===== src/rtl/bert_pkg.sv =====
// Shared state encoding and parameter defaults for the BERT input-sync controller.
`default_nettype none

package bert_pkg;

  localparam int DEF_FLUSH_CYCLES = 8;
  localparam int DEF_PRIME_BITS   = 4;
  localparam int DEF_LOSS_TIMEOUT = 1024;

  typedef enum logic [2:0] {
    ST_IDLE  = 3'd0,
    ST_FLUSH = 3'd1,
    ST_PRIME = 3'd2,
    ST_RUN   = 3'd3,
    ST_LOST  = 3'd4
  } bert_state_e;

endpackage

`default_nettype wire


===== src/rtl/bert_sync_ctrl.sv =====
// Flush/prime/run sequencer for the BERT input sync stage, with clock-loss
// watchdog and source-select handling. Rev 1.0.
`default_nettype none

module bert_sync_ctrl
  import bert_pkg::*;
#(
  parameter int FLUSH_CYCLES = DEF_FLUSH_CYCLES,
  parameter int PRIME_BITS   = DEF_PRIME_BITS,
  parameter int LOSS_TIMEOUT = DEF_LOSS_TIMEOUT
) (
  input  logic       rd_clk,
  input  logic       reset,
  input  logic [1:0] src_sel,
  input  logic       sel_strobe,
  input  logic       sync_enable,
  input  logic       sync_empty,
  input  logic       sync_full,
  output logic       sync_rst,
  output logic [1:0] mux_sel,
  output logic       bit_valid,
  output logic       locked,
  output logic       clk_lost,
  output logic [7:0] resync_count
);

  localparam int FW = (FLUSH_CYCLES > 1) ? $clog2(FLUSH_CYCLES) : 1;
  localparam int PW = (PRIME_BITS > 1) ? $clog2(PRIME_BITS) : 1;
  localparam int WW = $clog2(LOSS_TIMEOUT + 1);

  localparam logic [FW-1:0] FLUSH_LAST = FW'(FLUSH_CYCLES - 1);
  localparam logic [PW-1:0] PRIME_LAST = PW'(PRIME_BITS - 1);
  localparam logic [WW-1:0] WD_LIMIT   = WW'(LOSS_TIMEOUT);

  bert_state_e   state_q, state_d;
  logic [1:0]    mux_sel_q, mux_sel_d;
  logic [FW-1:0] flush_cnt_q, flush_cnt_d;
  logic [PW-1:0] prime_cnt_q, prime_cnt_d;
  logic [WW-1:0] wd_q, wd_d;
  logic [7:0]    resync_q, resync_d;
  logic          sync_rst_q, sync_rst_d;
  logic          locked_q, locked_d;
  logic          clk_lost_q, clk_lost_d;

  logic bit_ok;
  logic src_change;
  logic wd_expired;

  assign bit_ok     = sync_enable & ~sync_empty;
  assign src_change = sel_strobe & (src_sel != mux_sel_q);
  assign wd_expired = (wd_d == WD_LIMIT);

  always_comb begin
    state_d     = state_q;
    mux_sel_d   = mux_sel_q;
    flush_cnt_d = '0;
    prime_cnt_d = '0;
    resync_d    = resync_q;

    // Saturating watchdog; parked at zero while LOST waits for the clock to return.
    if (state_q == ST_LOST || sync_enable) begin
      wd_d = '0;
    end else if (wd_q != WD_LIMIT) begin
      wd_d = wd_q + 1'b1;
    end else begin
      wd_d = wd_q;
    end

    case (state_q)
      ST_IDLE: state_d = ST_FLUSH;
      ST_FLUSH: begin
        if (flush_cnt_q == FLUSH_LAST) begin
          state_d = ST_PRIME;
        end else begin
          flush_cnt_d = flush_cnt_q + 1'b1;
        end
      end
      ST_PRIME: begin
        if (wd_expired) begin
          state_d = ST_LOST;
        end else if (bit_ok) begin
          if (prime_cnt_q == PRIME_LAST) begin
            state_d = ST_RUN;
          end else begin
            prime_cnt_d = prime_cnt_q + 1'b1;
          end
        end else begin
          prime_cnt_d = prime_cnt_q;
        end
      end
      ST_RUN: begin
        if (wd_expired) begin
          state_d = ST_LOST;
        end else if (sync_full || (sync_enable && sync_empty)) begin
          state_d = ST_FLUSH;
          if (resync_q != 8'hFF) resync_d = resync_q + 8'd1;
        end
      end
      ST_LOST: begin
        if (sync_enable) state_d = ST_FLUSH;
      end
      default: state_d = ST_IDLE;
    endcase

    // A real source change outranks everything except reset.
    if (src_change) begin
      mux_sel_d   = src_sel;
      state_d     = ST_FLUSH;
      flush_cnt_d = '0;
      prime_cnt_d = '0;
      resync_d    = resync_q;
    end

    sync_rst_d = (state_d == ST_IDLE) || (state_d == ST_FLUSH) || (state_d == ST_LOST);
    locked_d   = (state_d == ST_RUN);
    clk_lost_d = (state_d == ST_LOST);
  end

  always_ff @(posedge rd_clk) begin
    if (reset) begin
      state_q     <= ST_IDLE;
      mux_sel_q   <= 2'd0;
      flush_cnt_q <= '0;
      prime_cnt_q <= '0;
      wd_q        <= '0;
      resync_q    <= 8'd0;
      sync_rst_q  <= 1'b1;
      locked_q    <= 1'b0;
      clk_lost_q  <= 1'b0;
    end else begin
      state_q     <= state_d;
      mux_sel_q   <= mux_sel_d;
      flush_cnt_q <= flush_cnt_d;
      prime_cnt_q <= prime_cnt_d;
      wd_q        <= wd_d;
      resync_q    <= resync_d;
      sync_rst_q  <= sync_rst_d;
      locked_q    <= locked_d;
      clk_lost_q  <= clk_lost_d;
    end
  end

  assign sync_rst     = sync_rst_q;
  assign mux_sel      = mux_sel_q;
  assign locked       = locked_q;
  assign clk_lost     = clk_lost_q;
  assign resync_count = resync_q;
  // Zero-latency qualifier; reset gate keeps it low before the first reset edge lands.
  assign bit_valid    = locked_q & bit_ok & ~reset;

endmodule

`default_nettype wire


===== config.mk =====
export PLATFORM = sky130hd
export DESIGN_NAME = bert_sync_ctrl
export DESIGN_NICKNAME = d
export VERILOG_FILES = /design/src/rtl/bert_pkg.sv /design/src/rtl/bert_sync_ctrl.sv
export SDC_FILE = /design/constraint.sdc
export NUM_CORES = 1
export LEC_CHECK = 0
export BUFFER_PORTS_ARGS = -buffer_cell sky130_fd_sc_hd__buf_2
export CAP_MARGIN = 10
export CORE_ASPECT_RATIO = 0.6
export CORE_MARGIN = 5
export CORE_UTILIZATION = 45
export DETAILED_ROUTE_END_ITERATION = 8
export PLACE_DENSITY = 0.76
export SYNTH_ARGS = -nofsm -noshare
export SYNTH_HDL_FRONTEND = slang
export SYNTH_SLANG_ARGS = --single-unit

===== constraint.sdc =====
create_clock -name rd_clk -period 4.6 [get_ports rd_clk]
set_input_delay 0.46 -clock rd_clk [delete_from_list [all_inputs] [get_ports rd_clk]]
set_output_delay 0.46 -clock rd_clk [all_outputs]
set_load 0.02 [all_outputs]

Word level (Yosys, flattened, before mapping). Index checks and enable logic that the tools add are counted.

Eq/ne operators: 13. $add $sub $neg: 4. Multiplexer cells: 12. Reductions and logical operators: 10. Bitwise logic cells: 10.

Operators with widths (count): two-way mux 3 bit (8); two-way mux 11 bit (2); one-hot mux 3 bit (5 select lines) (1); adder 11 x 1 -> 11 bit (second input constant) (1); == test 11 bit (second input constant) (1); != test 11 bit (second input constant) (1); == test 3 x 2 -> 1 bit (second input constant) (3); == test 3 bit (second input constant) (3); adder 8 x 1 -> 8 bit (second input constant) (1); != test 8 bit (second input constant) (1); OR reduction 4 bit (2); == test 3 x 1 -> 1 bit (second input constant) (2); zero test 3 bit (2); NOT 1 bit (6); AND reduction 5 bit (1); bitwise AND 1 bit (4); logical OR 1 bit (4); adder 3 x 1 -> 3 bit (second input constant) (1); adder 2 x 1 -> 2 bit (second input constant) (1); == test 2 bit (second input constant) (1); two-way mux 2 bit (1); != test 2 bit (1); logical AND 1 bit (1).

Output and inout port bits: 14. Register bits: 32. Logic and storage cells: 58. Input port bits: 8.

Logic depth before layout (Yosys ltp). Gate-level depths: netlist (run 1).

Depth in word-level cells: 10. Gate-level depth with buffers: 9. Mapped depth without buffers: 8.

Worst setup path after synthesis (run 1). OpenSTA, ideal clock, no wires.

Path type: register -> register. Start: register wd_q[0]. End: register resync_q[4], in the netlist resync_count[4]. Setup time: 123 ps. Data required time: 4477 ps. Data arrival time: 2046 ps. Cell stages (with the launch flop): 8. Clock period less this slack: 2169 ps. Buffers on the path: 0. Path slack: 2431 ps. Path through: dfxtp_1 -> ha_1 -> nand4_1 -> or3b_1 -> o2111ai_2 -> nor4_4 -> nor4b_1 -> mux2_1.

Word-level cells in the longest chain between the ends: 6. Elaborated cells on any way between the ends: 7. Classes of those cells: add/sub: 1; eq/ne: 2; mux: 2; bitwise: 1; reduce/logical: 1.

Ends and longest elaborated chain: from (decl) (line bert_sync_ctrl.sv:39) `logic [WW-1:0] wd_q, wd_d;`; from (signal assigned) (line bert_sync_ctrl.sv:135) `wd_q <= wd_d;`; adder 11 x 1 -> 11 bit / != test 11 bit (equally long branches) (line bert_sync_ctrl.sv:64, bert_sync_ctrl.sv:63); two-way mux 11 bit * (line bert_sync_ctrl.sv:63) `end else if (wd_q != WD_LIMIT) begin`; two-way mux 11 bit * (line bert_sync_ctrl.sv:61) `if (state_q == ST_LOST || sync_enable) begin`; == test 11 bit * (line bert_sync_ctrl.sv:51) `assign wd_expired = (wd_d == WD_LIMIT);`; NOT 1 bit (no line) *; AND reduction 5 bit (no line) *; to (signal assigned) (line bert_sync_ctrl.sv:136) `resync_q <= resync_d;`; to (decl) (line bert_sync_ctrl.sv:40) `logic [7:0] resync_q, resync_d;`.

Mark *: on every way between the ends. The rest lies on a longest branch, timed or not. A chain may end at the register's enable or synchronous reset.

Worst setup path after layout (run 1). Same ends and word-level chain as after synthesis.

==> qor.csv, run 1 <==
stage;metric;value;unit
synth;EDFF count, synth;0;
drt;Antenna Nets Post-Route;0;
sta;Hold Fails Final Rpt;0;
global_route;gr ovfl total;0;
synth;register area share after synthesis;37.95;%
clocking;Setup Buffers After CTS;0;
run_status;status;finished, final reports clean;
sta;Max Clock Freq;372.0;MHz
worst_setup_path;Worst EP required;4.77;ns
pwr;leak pwr;0.7063;nW
pwr;Sw Share;22.46;%
drt;drt initial violations;115;
worst_setup_path;critical path fanouts, max;19;
synth;Cell Area, Synth;1688;um^2
synth;Seq cells post-synth;32;
synth;top cell type by total area after synthesis;dfxtp_1;
cells_and_area;synthesis-to-finish area growth;11.93;%
cells_and_area;layout cells sized above 1;18.60;%
synth;Async SR Flop Fraction;0;%
worst_setup_path;CP most frequent cell;nand2_1;
synth;synth unique cells;46;
synth;Mapped Nets;205;
synth;Primary FF master, synth;dfxtp_1;
pwr;Max VDD drop;0.1455;mV
drt;Pre-Repair DR Iteration Count;4;
sta;fin. max-slew vios;0;
pwr;combinational power share;6.0;%
worst_setup_path;crit path kind;register to register;
sta;fin crit period;2.688;ns
worst_setup_path;cell family with most CP delay;simple AND/OR/NAND/NOR gates;
synth;Gate Count Post-Synth;191;
sta;RSZ-0062 raised after global routing;no;
drt;drt wl/cell;13.60;um
synth;YS warnings;0;
sta;setup TNS;0;ns
pwr;internal power;0.0004147;W
clocking;Max Buffers Root-to-Sink;2;
clocking;CTS sink cnt;32;
placed_design;Port Buf Inserts;21;
clocking;worst skew pair latency;0.28;ns
global_route;Tot GR Track Use;15.13;%
drt;drt drc;0;
worst_setup_path;Critical Path AT;2.86;ns
placed_design;HPWL Detailed;2602;um
die;I/O Pins;22;
drt;routed vias/inst;5.592;
synth;most frequent cells after synthesis;dfxtp_1 (32), nor2_1 (29), a21oi_1 (13), nand3_1 (11), nand2_1 (8);
sta;WHS;0.4481;ns
cells_and_area;antenna cells;0;
placed_design;dpl ws;1.942;ns
die;die height;57.44;um
worst_setup_path;CP peak stage delay;0.78;ns
worst_setup_path;Worst setup EP type;register;
pwr;Clock power frac;40.9;%
worst_setup_path;slowest CP cell;nor4_4;
die;Starting Density;46.41;%
sta;Worst Slack Setup Final;1.912;ns
global_route;first-pass GRT wire length;6037;um
sta;Final setup violation count;0;
pwr;Pwr Total;0.0005348;W
clocking;hold buffers post-CTS;0;
clocking;clock root cell;clkbuf_8;
pwr;Sw Pwr;0.0001201;W
clocking;TritonCTS clock tree;built;
die;Die W;89.07;um
worst_hold_path;Tightest Hold Check Type;register to register;
sta;actual slew at the worst max-slew pin;0.8413;ns
die;core area;3637;um^2
die;die area;5116;um^2
drt;detailed-route via count;1465;
sta;clock skew;0.006228;ns
synth;top cells by area, synth;dfxtp_1 (38%), nor2_1 (6.4%), ha_1 (4.4%);
global_route;vias in the first global route;1302;
clocking;CTS H-Tree Depth;2;
clocking;Post-CTS Resized;0;
synth;mean post-synth cell area;8.837;um^2
drt;WL final;3563;um
worst_setup_path;Worst Setup Start Kind;register;
worst_setup_path;worst path bufs/invs;0;
clocking;CTS buffer count;5;
placed_design;Routability Congestion;0.7706;
global_route;initial antenna violation count;0;
synth;share of the synthesized area in the top cell type;37.95;%
global_route;largest net degree at the start of global routing;20;
clocking;clock-pin transition on the worst setup and hold timing paths;0.06;ns
sta;Tcrit/Tclk final;58.43;%
pwr;Reg power frac;53.1;%
worst_setup_path;critical path cell sequence;ha_1 > nand2_1 > nor2_1 > xnor2_1 > nand2_1 > nor4_4 > nor4b_1 > mux2_1;
pwr;PwrDens;283.1;nW/um^2
die;Rows;17;
sta;Rel. slew slack;43.49;%
flow_run;# Max-Cap Violations;0;
synth;cell with the most instances after synthesis;dfxtp_1;
cells_and_area;Nets;228;
## power by group through the flow
stage	registers, W	logic, W	clock network (W)
floorplan	0.000290	0.0000208	0
global placement	0.000290	0.0000313	0
detailed placement	0.000290	0.0000314	0
CTS	0.000284	0.0000318	0.000227
global route	0.000284	0.0000355	0.000242
finish	0.000284	0.0000321	0.000219
## area by class of cell
type                    instances  area (um^2)
clock buffers                   8        90.09
fillers                       335         1748
inverters                       5        18.77
multi-input cells             149        975.9
flip-flops and latches         32        640.6
well taps                      47        58.81
repair buffers                 21        105.1
## sequential cells by signal, summed over array words and instances (netlist names)
register and cells:
locked 1, state_q 3, sync_rst 1, resync_count 8
clk_lost 1, flush_cnt_q 3, wd_q 11, mux_sel 2
prime_cnt_q 2
## worst paths after layout
| check | start | slack [ns] | to | depth (start not counted) |
|---|---|---|---|---|
| max | wd_q[0]$_SDFF_PP0_ | 1.91 | resync_count[4]$_SDFFE_PP0P_ | 8 |
| min | flush_cnt_q[0]$_SDFF_PP0_ | 0.45 | flush_cnt_q[0]$_SDFF_PP0_ | 1 |
| max reg2reg | wd_q[0]$_SDFF_PP0_ | 1.91 | resync_count[4]$_SDFFE_PP0P_ | 8 |
| min reg2reg | flush_cnt_q[0]$_SDFF_PP0_ | 0.45 | flush_cnt_q[0]$_SDFF_PP0_ | 1 |
## worst reg2reg max path: stages (launching register included)
cell     delay (ns)
dfxtp_1        0.45
ha_1           0.31
nand2_1        0.10
nor2_1         0.14
xnor2_1        0.16
nand2_1        0.13
nor4_4         0.78
nor4b_1        0.16
mux2_1         0.34
## stage by stage
step / area, um^2 / cells / util (%)
finish: 1889 / 262 / 51.94
global route: 1889 / 262 / 51.94
CTS: 1889 / 262 / 51.94
detailed placement: 1799 / 254 / 49.47
global placement: 1799 / 254 / 49.47
floorplan: 1688 / 191 / -
## cell usage in the layout (no fill, tap or decap), types with 3 or more instances in the layout
master,count
dfxtp_1,32
nor2_1,29
buf_2,21
a21oi_1,13
nand3_1,11
nand2_1,8
xnor2_1,7
nand4_1,7
nand2b_1,6
o21ai_0,6
ha_1,6
clkbuf_8,6
inv_1,5
xor2_1,4
or3_1,4
nor2b_1,4
mux2i_1,3
nor3_1,3
o31ai_1,3
or4_1,3
or3_2,3
## routing by layer
metal | track usage (%) | wire length [um] | share of wire, % | vias up
met5 | 0 | 0 | 0 | -
met4 | 6.157 | 48 | 1.3 | 0
met3 | 4.762 | 181 | 5.1 | 7
met2 | 19.98 | 1451 | 41 | 29
met1 | 22.29 | 1881 | 53 | 694
li1 | - | - | - | 735
## kinds of logic after synthesis
kind of cell | share of synthesized area (%)
AND/OR/NAND/NOR | 33.51
AO/OA/AOI/OAI | 11.71
flip-flops | 37.95
XOR/XNOR | 5.708
buffers and inverters | 4.225
adder cells (fa/ha/maj) | 4.448
multiplexers | 2.446
No activity file was read; power rests on OpenSTA's default activity.
==> run 2, diff against run 1 <==
- PLACE_DENSITY: 0.76 -> 0.78
- clock period: 4.6 -> 2.4 ns (I/O delays scaled with it)
==> qor.csv, run 2 (same netlist as run 1, synthesis figures left out) <==
stage;metric;value;unit;change
drt;drt initial violations;119;;was 115
worst_setup_path;Worst EP required;2.63;ns;was 4.77 ns
sta;Rel. slew slack;79.37;%;was 43.49%
sta;Hold Fails Final Rpt;0;;unchanged
drt;detailed-route via count;1482;;was 1465
global_route;vias in the first global route;1277;;was 1302
die;die height;57.44;um;unchanged
drt;drt drc;0;;unchanged
clocking;Setup Buffers After CTS;0;;unchanged
placed_design;dpl ws;0.05214;ns;was 1.942 ns
die;Die W;89.07;um;unchanged
drt;Pre-Repair DR Iteration Count;4;;unchanged
clocking;worst skew pair latency;0.29;ns;was 0.28 ns
clocking;Max Buffers Root-to-Sink;2;;unchanged
die;Rows;17;;unchanged
die;I/O Pins;22;;unchanged
placed_design;HPWL Detailed;2825;um;was 2602 um
sta;fin. max-slew vios;0;;unchanged
cells_and_area;layout cells sized above 1;26.34;%;was 18.60%
flow_run;# Max-Cap Violations;0;;unchanged
drt;routed vias/inst;5.469;;was 5.592
sta;Worst Slack Setup Final;0.1132;ns;was 1.912 ns
clocking;hold buffers post-CTS;0;;unchanged
placed_design;Routability Congestion;0.8694;;was 0.7706
clocking;CTS H-Tree Depth;2;;unchanged
sta;Tcrit/Tclk final;95.28;%;was 58.43%
cells_and_area;Biggest register;wd_q;;unchanged
cells_and_area;commonest non-fill, non-tap cell in the layout;nor2_1;;was dfxtp_1
global_route;first-pass GRT wire length;6141;um;was 6037 um
sta;fin crit period;2.287;ns;was 2.688 ns
worst_setup_path;critical path fanouts, max;10;;was 19
die;die area;5116;um^2;unchanged
clocking;CTS buffer count;5;;unchanged
sta;clock skew;0.007429;ns;was 0.006228 ns
clocking;Post-CTS Resized;0;;unchanged
cells_and_area;Nets;237;;was 228
worst_setup_path;crit path kind;register to register;;unchanged
worst_setup_path;slowest CP cell;or4_1;;was nor4_4
sta;actual slew at the worst max-slew pin;0.3072;ns;was 0.8413 ns
die;Starting Density;46.41;%;unchanged
cells_and_area;antenna cells;0;;unchanged
drt;drt wl/cell;13.97;um;was 13.60 um
clocking;clock root cell;clkbuf_8;;unchanged
worst_setup_path;Critical Path AT;2.52;ns;was 2.86 ns
pwr;PwrDens;519.0;nW/um^2;was 283.1 nW/um^2
run_status;status;finished, final reports clean;;unchanged
drt;Antenna Nets Post-Route;0;;unchanged
cells_and_area;synthesis-to-finish area growth;18.90;%;was 11.93%
sta;Final setup violation count;0;;unchanged
pwr;Max VDD drop;0.3083;mV;was 0.1455 mV
worst_hold_path;Tightest Hold Check Type;primary input to register;;was register to register
cells_and_area;Filler cells;325;;was 335
sta;Max Clock Freq;437.3;MHz;was 372.0 MHz
worst_setup_path;Worst setup EP type;register;;unchanged
clocking;TritonCTS clock tree;built;;unchanged
pwr;Pwr Total;0.001042;W;was 0.0005348 W
sta;setup TNS;0;ns;unchanged
global_route;largest net degree at the start of global routing;17;;was 20
placed_design;Port Buf Inserts;21;;unchanged
global_route;gr ovfl total;0;;unchanged
global_route;initial antenna violation count;0;;unchanged
clocking;CTS sink cnt;32;;unchanged
worst_setup_path;Worst Setup Start Kind;register;;unchanged
clocking;clock-pin transition on the worst setup and hold timing paths;0.07;ns;was 0.06 ns
worst_setup_path;critical path cell sequence;nor4b_4 > nand4b_4 > and4b_4 > o2111ai_2 > nor4_4 > buf_4 > or4_1 > a21oi_2;;was ha_1 > nand2_1 > nor2_1 > xnor2_1 > nand2_1 > nor4_4 > nor4b_1 > mux2_1
worst_setup_path;CP peak stage delay;0.53;ns;was 0.78 ns
cells_and_area;max FFs per register;11;;unchanged
cells_and_area;commonest non-fill, non-tap cells in the layout;nor2_1 (29), dfxtp_1 (27), buf_2 (21), a21oi_1 (12), nand3_1 (11);;was dfxtp_1 (32), nor2_1 (29), buf_2 (21), a21oi_1 (13), nand3_1 (11)
pwr;leak pwr;0.7655;nW;was 0.7063 nW
global_route;Tot GR Track Use;15.63;%;was 15.13%
drt;WL final;3786;um;was 3563 um
die;core area;3637;um^2;unchanged
run 2: cell count changes in the layout (fill, tap and decap cells not counted), moves of 2 or more:
cell      delta
dfxtp_2      +3
clkinv_2     +2
buf_4        +9
dfxtp_4      +2
dfxtp_1      -5
clkbuf_1     -2
run 2: critical path: cells and delay by family, from the launching register on:
family | cells | cell delay (ns)
AOI/OAI and AO/OA | 2 | 0.36
buffers and inverters | 1 | 0.17
DFF | 1 | 0.38
and+or+nand+nor | 5 | 1.33
run 2: final cells by class:
class,instances,area (um^2),area share [%]
Clock buffer,6,82.58,4.115
Inverter,5,18.77,0.9352
Tap cell,47,58.81,2.930
Clock inverter,2,10.01,0.4988
Timing Repair Buffer,30,172.7,8.604
Multi-Input combinational cell,149,1012,50.44
Sequential cell,32,651.9,32.48
run 2: through the flow:
step / instances / hold slack, ns / utilization, % / instance area, um^2
final: 271 / 0.2208 / 55.18 / 2007
after global routing: 271 / 0.2568 / 55.18 / 2007
after CTS: 271 / 0.2179 / 53.87 / 1959
after detailed placement: 263 / 0.4266 / 51.32 / 1867
after global placement: 263 / 0.4201 / 51.32 / 1867
after floorplan: 191 / 0.3091 / - / 1688
run 2: final timing paths:
path                                                 from                            to  slack [ns]  cells past startpoint
worst max-delay path                   wd_q[9]$_SDFF_PP0_  resync_count[2]$_SDFFE_PP0P_        0.11                      8
worst max register to register         wd_q[9]$_SDFF_PP0_  resync_count[2]$_SDFFE_PP0P_        0.11                      8
worst min register to register  flush_cnt_q[0]$_SDFF_PP0_     flush_cnt_q[0]$_SDFF_PP0_        0.45                      1
worst min-delay path                           src_sel[1]       mux_sel[1]$_SDFFE_PP0P_        0.22                      3
run 2: layer usage:
layer / track usage, % / wire (um) / share of wire (%)
met5: 0 / 0 / 0
met3: 4.329 / 250 / 6.6
met2: 18.50 / 1496 / 40
met1: 25.37 / 1981 / 52
met4: 5.732 / 58 / 1.5
run 2: power by group:
| part | internal (W) | total [W] | switching [W] |
|---|---|---|---|
| Sequential | 0.000535 | 0.000541 | 0.00000592 |
| Combinational | 0.0000272 | 0.0000674 | 0.0000402 |
| Clock | 0.000229 | 0.000433 | 0.000204 |
| Total | 0.000791 | 0.00104 | 0.000250 |
